`src/rtl/race_pkg.sv`:
```
// Shared game-state and winner codes for the race sequencer and both physics engines.
package race_pkg;

   typedef enum logic [2:0] {
      ST_IDLE   = 3'd0,
      ST_ARM    = 3'd1,
      ST_COUNT  = 3'd2,
      ST_PAUSE  = 3'd3,
      ST_RACE   = 3'd4,
      ST_FINISH = 3'd5
   } state_t;

   localparam logic [1:0] WIN_NONE = 2'd0;
   localparam logic [1:0] WIN_P1   = 2'd1;
   localparam logic [1:0] WIN_P2   = 2'd2;
   localparam logic [1:0] WIN_TIE  = 2'd3;

   function automatic logic [15:0] sat_inc16(input logic [15:0] v);
      return (v == 16'hFFFF) ? v : v + 16'd1;
   endfunction

endpackage

```
`src/rtl/race_sequencer_tick_gen.sv`:
```
// Free-running divider producing a registered one-clock game_tick every CLK_FREQ/TICK_HZ clocks.
module tick_gen #(
   parameter int CLK_FREQ = 100_000_000,
   parameter int TICK_HZ  = 120
) (
   input  logic clk,
   input  logic rst,
   output logic game_tick
);

   localparam int TICK_LIMIT = CLK_FREQ / TICK_HZ;
   localparam int DIV_W      = (TICK_LIMIT > 1) ? $clog2(TICK_LIMIT) : 1;
   localparam logic [DIV_W-1:0] DIV_LAST = DIV_W'(TICK_LIMIT - 1);

   logic [DIV_W-1:0] r_div;
   logic             r_tick;
   logic             w_wrap;

   assign w_wrap = (r_div == DIV_LAST);

   // Registering the pulse places the first tick exactly TICK_LIMIT clocks after reset
   always_ff @(posedge clk) begin
      if (rst) begin
         r_div  <= '0;
         r_tick <= 1'b0;
      end else begin
         r_tick <= w_wrap;
         r_div  <= w_wrap ? '0 : r_div + 1'b1;
      end
   end

   assign game_tick = r_tick;

endmodule

```
`src/rtl/race_sequencer.sv`:
```
// Two-car race controller: game tick, countdown, race timer and finish arbitration.
// Optional race time limit is enabled by defining RACE_TIMEOUT_EN.
module race_sequencer
   import race_pkg::*;
#(
   parameter int CLK_FREQ        = 100_000_000,
   parameter int TICK_HZ         = 120,
   parameter int COUNT_SEC       = 3,
   parameter int FINISH_HOLD_SEC = 5,
   parameter int TIMEOUT_SEC     = 255
) (
   input  logic        clk,
   input  logic        rst,
   input  logic        start_btn,
   input  logic        pause_btn,
   input  logic        p1_finish,
   input  logic        p2_finish,
   output logic [2:0]  state,
   output logic        engine_rst,
   output logic        game_tick,
   output logic [1:0]  countdown,
   output logic [15:0] race_ticks,
   output logic [1:0]  winner
);

`ifdef RACE_TIMEOUT_EN
   localparam bit TIMEOUT_EN = 1'b1;
`else
   localparam bit TIMEOUT_EN = 1'b0;
`endif

   localparam logic [15:0] SEC_LAST      = 16'(TICK_HZ - 1);
   localparam logic [15:0] HOLD_LAST     = 16'(FINISH_HOLD_SEC * TICK_HZ - 1);
   localparam logic [15:0] TIMEOUT_TICKS = 16'(TIMEOUT_SEC * TICK_HZ);

   state_t      r_state;
   state_t      w_next;
   logic        r_start_d, r_pause_d;
   logic        r_start_edge, r_pause_edge;
   logic [1:0]  r_countdown;
   logic [15:0] r_race_ticks;
   logic [1:0]  r_winner;
   logic [15:0] r_sec_cnt;
   logic [15:0] r_hold_cnt;
   logic        w_tick;
   logic        w_any_finish;
   logic        w_sec_done;
   logic        w_timeout;

   tick_gen #(
      .CLK_FREQ (CLK_FREQ),
      .TICK_HZ  (TICK_HZ)
   ) u_tick_gen (
      .clk       (clk),
      .rst       (rst),
      .game_tick (w_tick)
   );

   assign w_any_finish = p1_finish | p2_finish;
   assign w_sec_done   = w_tick && (r_sec_cnt == SEC_LAST);
   assign w_timeout    = TIMEOUT_EN && (r_race_ticks >= TIMEOUT_TICKS);

   always_ff @(posedge clk) begin
      if (rst) begin
         r_start_d    <= 1'b0;
         r_pause_d    <= 1'b0;
         r_start_edge <= 1'b0;
         r_pause_edge <= 1'b0;
      end else begin
         r_start_d    <= start_btn;
         r_pause_d    <= pause_btn;
         r_start_edge <= start_btn & ~r_start_d;
         r_pause_edge <= pause_btn & ~r_pause_d;
      end
   end

   always_ff @(posedge clk) begin
      if (rst) r_state <= ST_IDLE;
      else     r_state <= w_next;
   end

   always_comb begin
      w_next = r_state;
      case (r_state)
         ST_IDLE:   if (r_start_edge) w_next = ST_ARM;
         ST_ARM:    w_next = ST_COUNT;
         ST_COUNT:  if (w_sec_done && r_countdown == 2'd1) w_next = ST_RACE;
         // A real finish outranks both a pause edge and the time limit
         ST_RACE: begin
            if (w_any_finish)      w_next = ST_FINISH;
            else if (r_pause_edge) w_next = ST_PAUSE;
            else if (w_timeout)    w_next = ST_FINISH;
         end
         ST_PAUSE:  if (r_pause_edge) w_next = ST_RACE;
         ST_FINISH: begin
            if (r_start_edge)                           w_next = ST_ARM;
            else if (w_tick && r_hold_cnt == HOLD_LAST) w_next = ST_IDLE;
         end
         default:   w_next = ST_IDLE;
      endcase
   end

   always_ff @(posedge clk) begin
      if (rst) begin
         r_countdown  <= 2'd0;
         r_race_ticks <= 16'd0;
         r_winner     <= WIN_NONE;
         r_sec_cnt    <= 16'd0;
      end else begin
         case (r_state)
            ST_ARM: begin
               r_winner     <= WIN_NONE;
               r_race_ticks <= 16'd0;
               r_countdown  <= 2'(COUNT_SEC);
               r_sec_cnt    <= 16'd0;
            end
            ST_COUNT: begin
               if (w_sec_done) begin
                  r_sec_cnt   <= 16'd0;
                  r_countdown <= r_countdown - 2'd1;
               end else if (w_tick) begin
                  r_sec_cnt <= r_sec_cnt + 16'd1;
               end
            end
            ST_RACE: begin
               if (w_tick) r_race_ticks <= sat_inc16(r_race_ticks);
               if (p1_finish && p2_finish) r_winner <= WIN_TIE;
               else if (p1_finish)         r_winner <= WIN_P1;
               else if (p2_finish)         r_winner <= WIN_P2;
               else if (!r_pause_edge && w_timeout) r_winner <= WIN_NONE;
            end
            default: ;
         endcase
      end
   end

   // Hold timer only runs while FINISH is displayed; any other state rearms it
   always_ff @(posedge clk) begin
      if (rst || r_state != ST_FINISH) r_hold_cnt <= 16'd0;
      else if (w_tick)                 r_hold_cnt <= r_hold_cnt + 16'd1;
   end

   assign state      = r_state;
   assign engine_rst = (r_state == ST_ARM);
   assign game_tick  = w_tick;
   assign countdown  = r_countdown;
   assign race_ticks = r_race_ticks;
   assign winner     = r_winner;

endmodule

```
`config.mk`:
```
export PLATFORM = sky130hd
export DESIGN_NAME = race_sequencer
export DESIGN_NICKNAME = d
export VERILOG_FILES = /design/src/rtl/race_pkg.sv /design/src/rtl/race_sequencer_tick_gen.sv /design/src/rtl/race_sequencer.sv
export SDC_FILE = /design/constraint.sdc
export NUM_CORES = 1
export LEC_CHECK = 0
export ABC_AREA = 1
export BUFFER_PORTS_ARGS = -buffer_cell sky130_fd_sc_hd__clkbuf_2
export CAP_MARGIN = 5
export CORE_UTILIZATION = 40
export CTS_BUF_LIST = sky130_fd_sc_hd__clkbuf_2
export CTS_CLUSTER_SIZE = 14
export DETAILED_ROUTE_END_ITERATION = 10
export PLACE_DENSITY = 0.62
export REMOVE_ABC_BUFFERS = 1
export SLEW_MARGIN = 10
export SYNTH_ARGS = -nofsm -noshare
export SYNTH_HDL_FRONTEND = slang
export SYNTH_HIERARCHICAL = 1
export SYNTH_SLANG_ARGS = --single-unit
```
`constraint.sdc`:
```
create_clock -name clk -period 1.88 [get_ports clk]
set_input_delay 0.376 -clock clk [delete_from_list [all_inputs] [get_ports clk]]
set_output_delay 0.376 -clock clk [all_outputs]
set_load 0.005 [all_outputs]
```
==> results of run 1 <==
==> logic make-up after synthesis <==
logic type | synth area share (%)
buffers and inverters | 8.40
xor gates and xnor gates | 3.60
and+or+nand+nor | 40.6
DFF | 36.6
adders and majority gates | 1.71
AOI/OAI and AO/OA | 9.14
==> final cells by class <==
class                           instances  area share [%]
Multi-Input combinational cell        502            48.9
Clock buffer                           10            1.02
Timing Repair Buffer                   57            7.52
Inverter                               77            5.87
Clock inverter                          5           0.508
Tap cell                              136            3.45
Sequential cell                        80            32.7
==> through the flow <==
| stage | hold WS [ns] | std cells |
|---|---|---|
| detailed placement | 0.385 | 843 |
| global placement | 0.379 | 843 |
| CTS | 0.0124 | 863 |
| finish | 0.0533 | 867 |
| global route | 0.00455 | 867 |
| floorplan | 0.373 | 659 |
==> per-layer routing <==
layer	wire [um]	GRT usage [%]
met1	5110	25.7
met2	4450	30.0
met3	544	5.23
met4	82	4.89
met5	0	0
==> registers in the layout, indices dropped and copies added (netlist names) <==
signal and flops:
r_start_d 1, u_tick_gen/game_tick 1, r_pause_d 1, race_ticks 16, countdown 2, state 3
r_sec_cnt 16, r_hold_cnt 16, r_pause_edge 1, u_tick_gen/r_div 20, r_start_edge 1, winner 2
==> critical path, cell delays in order (launching register included) <==
cell and delay, ns:
dfxtp_4 0.39, buf_4 0.15, nor2_2 0.18, nand2_2 0.11, inv_2 0.18, nand2_1 0.15
nand3_4 0.17, buf_4 0.17, nor2_1 0.05, nor2_1 0.09, nor2_1 0.04
==> repair_timing <==
item / CTS / global route
buffers inserted: 3 / 4
hold buffers: 2 / 0
pin swaps: 1 / 1
endpoints found under the setup margin: 1 / 13
resized for setup: 6 / 0
endpoints found under the hold margin: 3 / 0
==> synthesized netlist by cell type (6+ instances only) <==
master	number
a21oi_1	46
clkbuf_1	6
dfxtp_1	80
ha_1	6
inv_1	69
inv_2	7
nand2_1	186
nand2_2	8
nand3_1	33
nand4_1	17
nor2_1	112
nor2_2	12
nor3_1	17
o21ai_0	12
o21bai_1	7
xnor2_1	7
xor2_1	11
==> report_power, final <==
| group | switching [uW] | internal, uW | leakage [uW] |
|---|---|---|---|
| sequential | 67.3 | 1770 | 0.000649 |
| combinational | 613 | 364 | 0.00118 |
| clock | 592 | 159 | 0.0000526 |
==> worst max path at each step <==
stage,start,endpoint,slack [ns],cells past startpoint
2_1_floorplan,race_ticks[0]$_SDFFE_PP0P_,race_ticks[3]$_SDFFE_PP0P_,0.30,9
3_3_place_gp,state[1]$_SDFFE_PP0P_,race_ticks[3]$_SDFFE_PP0P_,0.16,9
3_5_place_dp,state[1]$_SDFFE_PP0P_,race_ticks[9]$_SDFFE_PP0P_,0.12,8
4_1_cts,state[1]$_SDFFE_PP0P_,race_ticks[3]$_SDFFE_PP0P_,0.02,10
5_1_grt,state[1]$_SDFFE_PP0P_,race_ticks[10]$_SDFFE_PP0P_,0.008,9
6_report,state[1]$_SDFFE_PP0P_,race_ticks[15]$_SDFFE_PP0P_,0.12,10
==> impl_results.md, run 1 <==
- Die Wd: 107 um
- CTS clk-pin slew, worst paths: 0.21 ns
- Initial antenna violation count: 0
- Number of flops mapped to enable cells by yosys: 0
- CTS tree: built
- Worst slack at placement: between 0.1 and 0.15 ns
- Max cap viols: 0
- Pin count of the biggest net entering global routing: 23
- Core footprint: 10,500 um2
- Slew headroom: around 70%
- Most frequent cells in the layout: nand2_1 (186), nor2_1 (112), dfxtp_1 (77)
- Worst-margin pin slew: ~0.44 ns
- IR drop worst, VDD: ~0.34 mV
- Final setup violation count: 0
- Final Instance Area: just under 5000 um2
- Clock Root Buffer: clkbuf_2
- Fin crit period: 1.76 ns
- 1st-iter DRT viols: 231
- RSZ-0062 raised after global routing: no
- Reg2Reg Capture Point: race_ticks[15]$_SDFFE_PP0P_
- Placed Area: between 4000 and 5000 um2
- Drt via density: between 4 and 5
- Share of cells above drive strength 1: ~15%
- Worst R2R Start: state[1]$_SDFFE_PP0P_
- WP data arrival: between 2 and 2.5 ns
- Yosys reg bits: 80
- Io pins: 31
- Setup crit end kind: register
- Req. time, crit path: 2.35 ns
- Skew final: 0.0234 ns
- Crit path kind: register to register
- Final worst slack: 0.121 ns
- Clock insertion delay at the later pin of the skew report: 0.55 ns
- Clock Tree Buf Depth: 2
- Syn avg cell area: between 6 and 7 um2
- DR vias: about 4,200
- Initial Util: between 40% and 50%
- Syn Std Cell Area: approximately 4400 um2
- Hold path cells: 3
- Area Growth Syn to Fin: 12.5%
- Setup_tns: 0 ns
- FFs w/ async S/R, synth: 0%
- Hold EP: winner[1]$_SDFFE_PP0P_
- DRC Markers: 0
- Synth area leader: dfxtp_1
- Die area: 11,400 um2
- First-pass GRT wire length: between 15,000 and 20,000 um
- CP Max Fanout: 8
- Pwr dens: 724 nW/um2
- TritonCTS Buffers: 9
- Antenna Diode Count: 0
- Register area: between 1500 and 2000 um2
- Final wirelength: roughly 10,000 um
- DR pass1 iterations: 5
- Synth top area share: 36.6%
- Fin. max-slew vios: 0
- Core Util, Final: between 40 and 50%
- Design Power: 3570 uW
- Fmax: 568 MHz
- Global route overflow: 0
- Multi-input gate area: 2410 um2
- Sequential element share of the synthesized area: about 37%
- Commonest non-fill, non-tap cell in the layout: nand2_1
- HP Class: input pin to register
- # port buffers: 30
- LEAKAGE: 0.00188 uW
- Status: finished, final reports clean
- Nets: about 740
- Reg2Reg Depth: 10
- CP startpoint kind: register
- Detailed Place HPWL: 7550 um
- Rows: 37
- Min-delay src: p2_finish
- Area contributors post-synth: dfxtp_1 (37%), nand2_1 (16%), nor2_1 (9.6%)
- Routed len/inst: 11.7 um
- CTS Sinks: 80
- R2R setup slack: around 0.12 ns
- Main synth FF type: dfxtp_1
- GR Util All Layers: a little under a fifth
- Fin crit share: just over 90%
- Cells after Synth: 671
- Layout fillers: about 1,100
- DRT antenna net count: 0
- Final hold viol count: 0
- DIE HEIGHT: around 110 um
- Netlist cell types: 35
- H-tree Lvls: 3
- Final Wtd Congestion: about 0.85
- Vias in the first global route: between 3,000 and 4,000
- Synth Warn #: 6
Note: power is estimated with default switching activity, not from simulation.
==> inputs of run 2 (changes only) <==
--- a/config.mk
+++ b/config.mk
@@ -7,12 +7,10 @@
 export LEC_CHECK = 0
 export ABC_AREA = 1
 export BUFFER_PORTS_ARGS = -buffer_cell sky130_fd_sc_hd__clkbuf_2
-export CAP_MARGIN = 5
 export CORE_UTILIZATION = 40
 export CTS_BUF_LIST = sky130_fd_sc_hd__clkbuf_2
 export CTS_CLUSTER_SIZE = 14
 export DETAILED_ROUTE_END_ITERATION = 10
-export PLACE_DENSITY = 0.62
 export REMOVE_ABC_BUFFERS = 1
 export SLEW_MARGIN = 10
 export SYNTH_ARGS = -nofsm -noshare
==> impl_results.md, run 2 (synthesis gave the netlist of run 1 again) <==
- Max stage delay cell, worst path: dfxtp_4
- Fin crit share: 93.5% (about the same)
- 1st-iter DRT viols: 205 (-11%)
- Status: finished, final reports clean
- H-tree Lvls: 3 (unchanged)
- HP Class: input pin to register
- Fin. max-slew vios: 0 (unchanged)
- Slew headroom: 70.3% (-0.11 points)
- Die area: 11,400 um2 (unchanged)
- Initial Util: 41.9% (unchanged)
- DRT antenna net count: 0 (unchanged)
- CTS tree: built
- WP data arrival: 1.38 ns (-0.85 ns)
- Final Wtd Congestion: 0.872 (+3.0%)
- Final std cells w/o fill: 863 (-0.46%)
- CP Max Fanout: 4 (-4)
- LEAKAGE: 0.00186 uW (-0.97%)
- CTS clk-pin slew, worst paths: 0.24 ns (+0.03 ns)
- DR vias: 4,227 (-0.47%)
- Multi-input gate area: 2420 um2 (+0.42%)
- Rows: 37 (unchanged)
- CP startpoint kind: register
- Worst path bufs/invs: 3 (unchanged)
- GR Util All Layers: 18.9% (-0.20 points)
- Crit path kind: register to primary output
- Max cap viols: 0 (unchanged)
- Routed len/inst: 11.8 um (+0.56%)
- Commonest non-fill, non-tap cell in the layout: nand2_1
- Share of cells above drive strength 1: 14.9% (-0.056 points)
- Die Wd: 107 um (unchanged)
- Most frequent cells in the layout: nand2_1 (185), nor2_1 (111), dfxtp_1 (76)
- Detailed Place HPWL: 7430 um (-1.6%)
- DRC Markers: 0 (unchanged)
- DIE HEIGHT: 107 um (unchanged)
- Global route overflow: 0 (unchanged)
- TritonCTS Buffers: 9 (unchanged)
- Drt via density: 4.90 (about the same)
- Final wirelength: 10,200 um (about the same)
- Req. time, crit path: 1.50 ns (-0.85 ns)
- Pin count of the biggest net entering global routing: 21 (-8.7%)
- Setup crit end kind: primary output
- Reg with most FFs: u_tick_gen/r_div
- Pwr dens: 721 nW/um2 (-0.39%)
- Switching share of power: 36.1% (+0.45 points)
- Io pins: 31 (unchanged)
- Nets: 734 (-0.68%)
- NetSw: 1280 uW (+0.46%)
- Area Growth Syn to Fin: 12.0%
- Gate power share: 26.2% (-1.2 points)
- Max reg flops: 20 (unchanged)
- Layout fillers: 1,108 (-0.63%)
- Vias in the first global route: 3,856 (+0.97%)
- Clock Root Buffer: clkbuf_2
- Final hold slack: 0.0340 ns (-0.0193 ns)
- Initial antenna violation count: 0 (unchanged)
- Setup_tns: 0 ns (unchanged)
- First-pass GRT wire length: 17,400 um (about the same)
- Placed Instances: 841 (-0.24%)
- Int Power: 2260 uW (-1.5%)
- Skew final: 0.0286 ns (+0.00517 ns)
- Clock Power Share: 21.8% (+0.8 points)
- Register area: 1610 um2 (about the same)
- CTS Sinks: 80 (unchanged)
- DR pass1 iterations: 5 (unchanged)
- Worst-margin pin slew: 0.445 ns (+0.00172 ns)
- Final setup violation count: 0 (unchanged)
- Final hold viol count: 0 (unchanged)
- # port buffers: 30 (unchanged)
- Clock Tree Buf Depth: 2 (unchanged)
- IR drop worst, VDD: 0.248 mV (-27%)
- Clock insertion delay at the later pin of the skew report: 0.55 ns (about the same)
- Fin crit period: 1.76 ns (-0.00165 ns)
- Seq pwr share: 51.9% (+0.3 points)
- Crit path largest cell delay: 0.40 ns (about the same)
- Crit-path cells: inv_2, nor2_4, nand2_2, inv_1, clkbuf_2
- Fmax: 569 MHz (about the same)
- Critical path's top delay family: flip-flops
- Core footprint: 10,500 um2 (unchanged)
- Antenna Diode Count: 0 (unchanged)
[run 2: cell count changes in the layout (fill, tap and decap cells not counted), sizes merged]
cell,before,now
buf,25,21
clkinv,5,7
clkbuf,40,39
dlygate4sd3,2,1
[run 2: power by group through the flow]
stage / combinational (uW) / sequential, uW / clock (uW)
after global routing: 1030 / 1850 / 886
after floorplan: 531 / 1860 / 0
after CTS: 816 / 1840 / 804
after global placement: 782 / 1870 / 0
final: 928 / 1840 / 773
after detailed placement: 792 / 1870 / 0
[run 2: per-layer routing]
layer / global-route usage, % / up-vias / part of all wire (%)
li1: - / 2224 / -
met1: 25.1 / 1916 / 48
met2: 30.6 / 72 / 47
met3: 2.61 / 15 / 3.5
met4: 7.83 / 0 / 1.6
met5: 0 / - / 0
[run 2: what timing repair did]
action | CTS | global route
endpoints found under the hold margin | 0 | 1
buffers inserted | 1 | 4
endpoints found under the setup margin | 1 | 24
hold buffers | 0 | 1
resized for setup | 4 | 5
pin swaps | 0 | 2
[run 2: layout make-up]
class,count,area share [%]
Sequential cell,80,32.8
Clock inverter,7,0.791
Clock buffer,9,0.918
Inverter,77,5.94
Timing Repair Buffer,52,6.73
Tap cell,136,3.47
Multi-Input combinational cell,502,49.3
[run 2: final timing paths]
kind	start	end	slack, ns	cells after the start
max reg2reg	r_sec_cnt[1]$_SDFFE_PP0P_	state[1]$_SDFFE_PP0P_	0.19	11
min	p1_finish	winner[0]$_SDFFE_PP0P_	0.03	3
min reg2reg	r_start_d$_SDFF_PP0_	r_start_edge$_SDFF_PP0_	0.38	1
max	state[0]$_SDFFE_PP0P_	engine_rst	0.12	5
[run 2: per-stage QoR]
| stage | setup WS, ns | instance area, um2 | util (%) | total power, uW |
|---|---|---|---|---|
| after floorplan | 0.302 | 4300 | - | 2390 |
| after global placement | 0.199 | 4740 | 45.3 | 2650 |
| after detailed placement | 0.157 | 4740 | 45.3 | 2660 |
| after CTS | 0.0167 | 4840 | 46.3 | 3460 |
| after global routing | -0.0273 | 4910 | 46.9 | 3770 |
| final | 0.122 | 4910 | 46.9 | 3540 |
[run 2: worst register-to-register path: stages (launching register included)]
cell	delay (ns)
dfxtp_1	0.40
ha_1	0.19
nand2_1	0.09
inv_1	0.06
nand2_1	0.04
nor2_1	0.23
nand3_1	0.13
nand2_1	0.10
nand3_1	0.17
nand2_1	0.10
nand2_1	0.05
nor2_1	0.09
==> inputs of run 3 (changes only) <==
--- a/config.mk
+++ b/config.mk
@@ -9,11 +9,11 @@
 export BUFFER_PORTS_ARGS = -buffer_cell sky130_fd_sc_hd__clkbuf_2
 export CORE_UTILIZATION = 40
 export CTS_BUF_LIST = sky130_fd_sc_hd__clkbuf_2
+export CTS_CLUSTER_DIAMETER = 30
 export CTS_CLUSTER_SIZE = 14
 export DETAILED_ROUTE_END_ITERATION = 10
 export REMOVE_ABC_BUFFERS = 1
 export SLEW_MARGIN = 10
 export SYNTH_ARGS = -nofsm -noshare
 export SYNTH_HDL_FRONTEND = slang
-export SYNTH_HIERARCHICAL = 1
 export SYNTH_SLANG_ARGS = --single-unit
==> impl_results.md, run 3 <==
- Status: finished, final reports clean
- LEAKAGE: 0.00184 uW (-0.80%)
- CP Max Fanout: 6 (+2)
- Syn Std Cell Area: 4200 um2 (-4.1%)
- Global route overflow: 0 (unchanged)
- Max cap viols: 0 (unchanged)
- Worst slack at placement: 0.0825 ns (-0.0742 ns)
- Pin count of the biggest net entering global routing: 17 (-19%)
- Fin crit period: 1.80 ns (+0.0393 ns)
- H-tree Lvls: 3 (unchanged)
- Cells after Synth: 627 (-6.6%)
- # port buffers: 30 (unchanged)
- Netlist cell types: 37 (+5.7%)
- Drt via density: 4.82 (-1.7%)
- Crit path kind: register to primary output
- DRT antenna net count: 0 (unchanged)
- Yosys reg bits: 80 (unchanged)
- Design Power: 3980 uW (+12%)
- Most frequent cells in the layout: nand2_1 (156), nor2_1 (95), inv_1 (73)
- Area Growth Syn to Fin: 15.5%
- Max reg flops: 20 (unchanged)
- Layout fillers: 1,084 (-2.2%)
- Number of flops mapped to enable cells by yosys: 0 (unchanged)
- Commonest non-fill, non-tap cell in the layout: nand2_1
- IR drop worst, VDD: 0.358 mV (+45%)
- Core Util, Final: 47.2% (+0.36 points)
- Setup_tns: 0 ns (unchanged)
- TritonCTS Buffers: 9 (unchanged)
- Worst-margin pin slew: 0.480 ns (+0.0347 ns)
- Final Instance Area: 4860 um2 (-1.0%)
- Skew final: 0.0221 ns (-0.00647 ns)
- Req. time, crit path: 1.50 ns (about the same)
- Share of cells above drive strength 1: 16.3% (+1.5 points)
- Die area: 10,900 um2 (-4.0%)
- Clock insertion delay at the later pin of the skew report: 0.51 ns (-0.04 ns)
- CTS clk-pin slew, worst paths: 0.22 ns (-0.02 ns)
- CP startpoint kind: register
- Reg with most FFs: u_tick_gen.r_div
- Final Wtd Congestion: 0.831 (-4.7%)
- Placed Area: 4650 um2 (-2.0%)
- Most frequent cell after synthesis: nand2_1
- DRC Markers: 0 (unchanged)
- Sequential element share of the synthesized area: 38.1% (+1.5 points)
- HP Class: input pin to register
- 1st-iter DRT viols: 174 (-15%)
- FFs w/ async S/R, synth: 0% (unchanged)
- Clock Root Buffer: clkbuf_2
- DIE HEIGHT: 105 um (-2.0%)
- CTS tree: built
- CTS Sinks: 80 (unchanged)
- DR vias: 3,988 (-5.7%)
- Synth Warn #: 0 (-6)
- Rows: 37 (unchanged)
- Antenna Diode Count: 0 (unchanged)
- Detailed Place HPWL: 7110 um (-4.4%)
- Pwr dens: 819 nW/um2 (+13%)
- Initial Util: 40.9% (-0.97 points)
- Fin. max-slew vios: 0 (unchanged)
- Vias in the first global route: 3,706 (-3.9%)
- DR pass1 iterations: 4 (-1)
- RSZ-0062 raised after global routing: yes
- Fmax: 557 MHz (-2.2%)
- Nets: 700 (-4.6%)
- Fin crit share: 95.6% (+2.1 points)
- Main synth FF type: dfxtp_1
- Io pins: 31 (unchanged)
- Die Wd: 105 um (-2.0%)
- Area contributors post-synth: dfxtp_1 (38%), nand2_1 (14%), nor2_1 (8.8%)
- Setup crit end kind: primary output
- Clock Tree Buf Depth: 2 (unchanged)
- Final wirelength: 9420 um (-7.6%)
- GR Util All Layers: 17.9% (-0.97 points)
- Initial antenna violation count: 0 (unchanged)
- Synth top area share: 38.1% (+1.5 points)
- Post-synth top cells: nand2_1 (156), nor2_1 (99), dfxtp_1 (80)
- Core footprint: 10,300 um2 (-1.8%)
- Final setup violation count: 0 (unchanged)
- Routed len/inst: 11.4 um (-3.7%)
- Slew headroom: 67.7% (-2.5 points)
- WP data arrival: 1.42 ns (+0.04 ns)
- CTS Hold Buffers Added: 0 (unchanged)
- Synth area leader: dfxtp_1
- Syn avg cell area: 6.70 um2 (+2.7%)
- Final worst slack: 0.0831 ns (-0.0393 ns)
- Final hold viol count: 0 (unchanged)
- First-pass GRT wire length: 16,100 um (-7.4%)
[run 3: cell count changes in the layout (fill, tap and decap cells not counted), sizes merged, moves of 5 or more]
cell    before  now
nor2       127  106
buf         21   32
nor3b        0    5
nand3       36   42
nand2      195  162
o21bai       7    1
nand4       17   10
nor3        19   28
xor2        11   21
[run 3: per-layer routing]
layer  GRT usage, %  vias up  routed length, um
met5              0        -                  0
met4           5.51        0                 71
met3           3.95        7                298
met2           30.5       34               4480
met1           22.4     1821               4570
li1               -     2126                  -
[run 3: layout make-up]
class	count	area (um2)	area share, %
Sequential cell	80	1620	33.3
Clock buffer	10	50.0	1.03
Timing Repair Buffer	62	394	8.12
Tap cell	136	170	3.50
Multi-Input combinational cell	457	2260	46.5
Inverter	78	295	6.08
Clock inverter	5	72.6	1.49
[run 3: where the power goes]
group	internal, uW	total (uW)	switching (uW)
sequential	1790	1870	78.2
clock	428	1020	594
combinational	404	1080	681
[run 3: cell families after synthesis]
logic type | count (synthesis) | synth area share, %
fa+ha+maj | 6 | 1.79
compound gates | 65 | 8.19
simple gates | 362 | 38.1
xor+xnor | 24 | 5.00
buf+inv | 90 | 8.84
flops | 80 | 38.1
[run 3: timing repair]
item	in CTS	in global routing
setup endpoints to repair	1	21
gates resized for setup	2	17
pin swaps	0	3
hold endpoints to repair	0	0
buffers inserted	0	5
[run 3: worst paths after layout]
check	from	to	slack, ns	depth (start not counted)
hold reg to reg	r_pause_d$_SDFF_PP0_	r_pause_edge$_SDFF_PP0_	0.41	1
setup / recovery	state[2]$_SDFFE_PP0P_	engine_rst	0.08	4
hold / removal	start_btn	r_start_d$_SDFF_PP0_	0.06	3
setup reg to reg	u_tick_gen.r_div[0]$_SDFF_PP0_	u_tick_gen.r_div[16]$_SDFF_PP0_	0.18	12
[run 3: critical path, cell delays in order (launching register included)]
cell      delay [ns]
dfxtp_2         0.37
buf_4           0.16
nor3_4          0.15
buf_6           0.13
clkbuf_2        0.10
[run 3: per-stage QoR]
step / hold slack [ns] / cells
after floorplan: 0.373 / 615
after global placement: 0.380 / 808
after detailed placement: 0.384 / 808
after CTS: 0.0459 / 823
after global routing: 0.0388 / 828
final: 0.0569 / 828
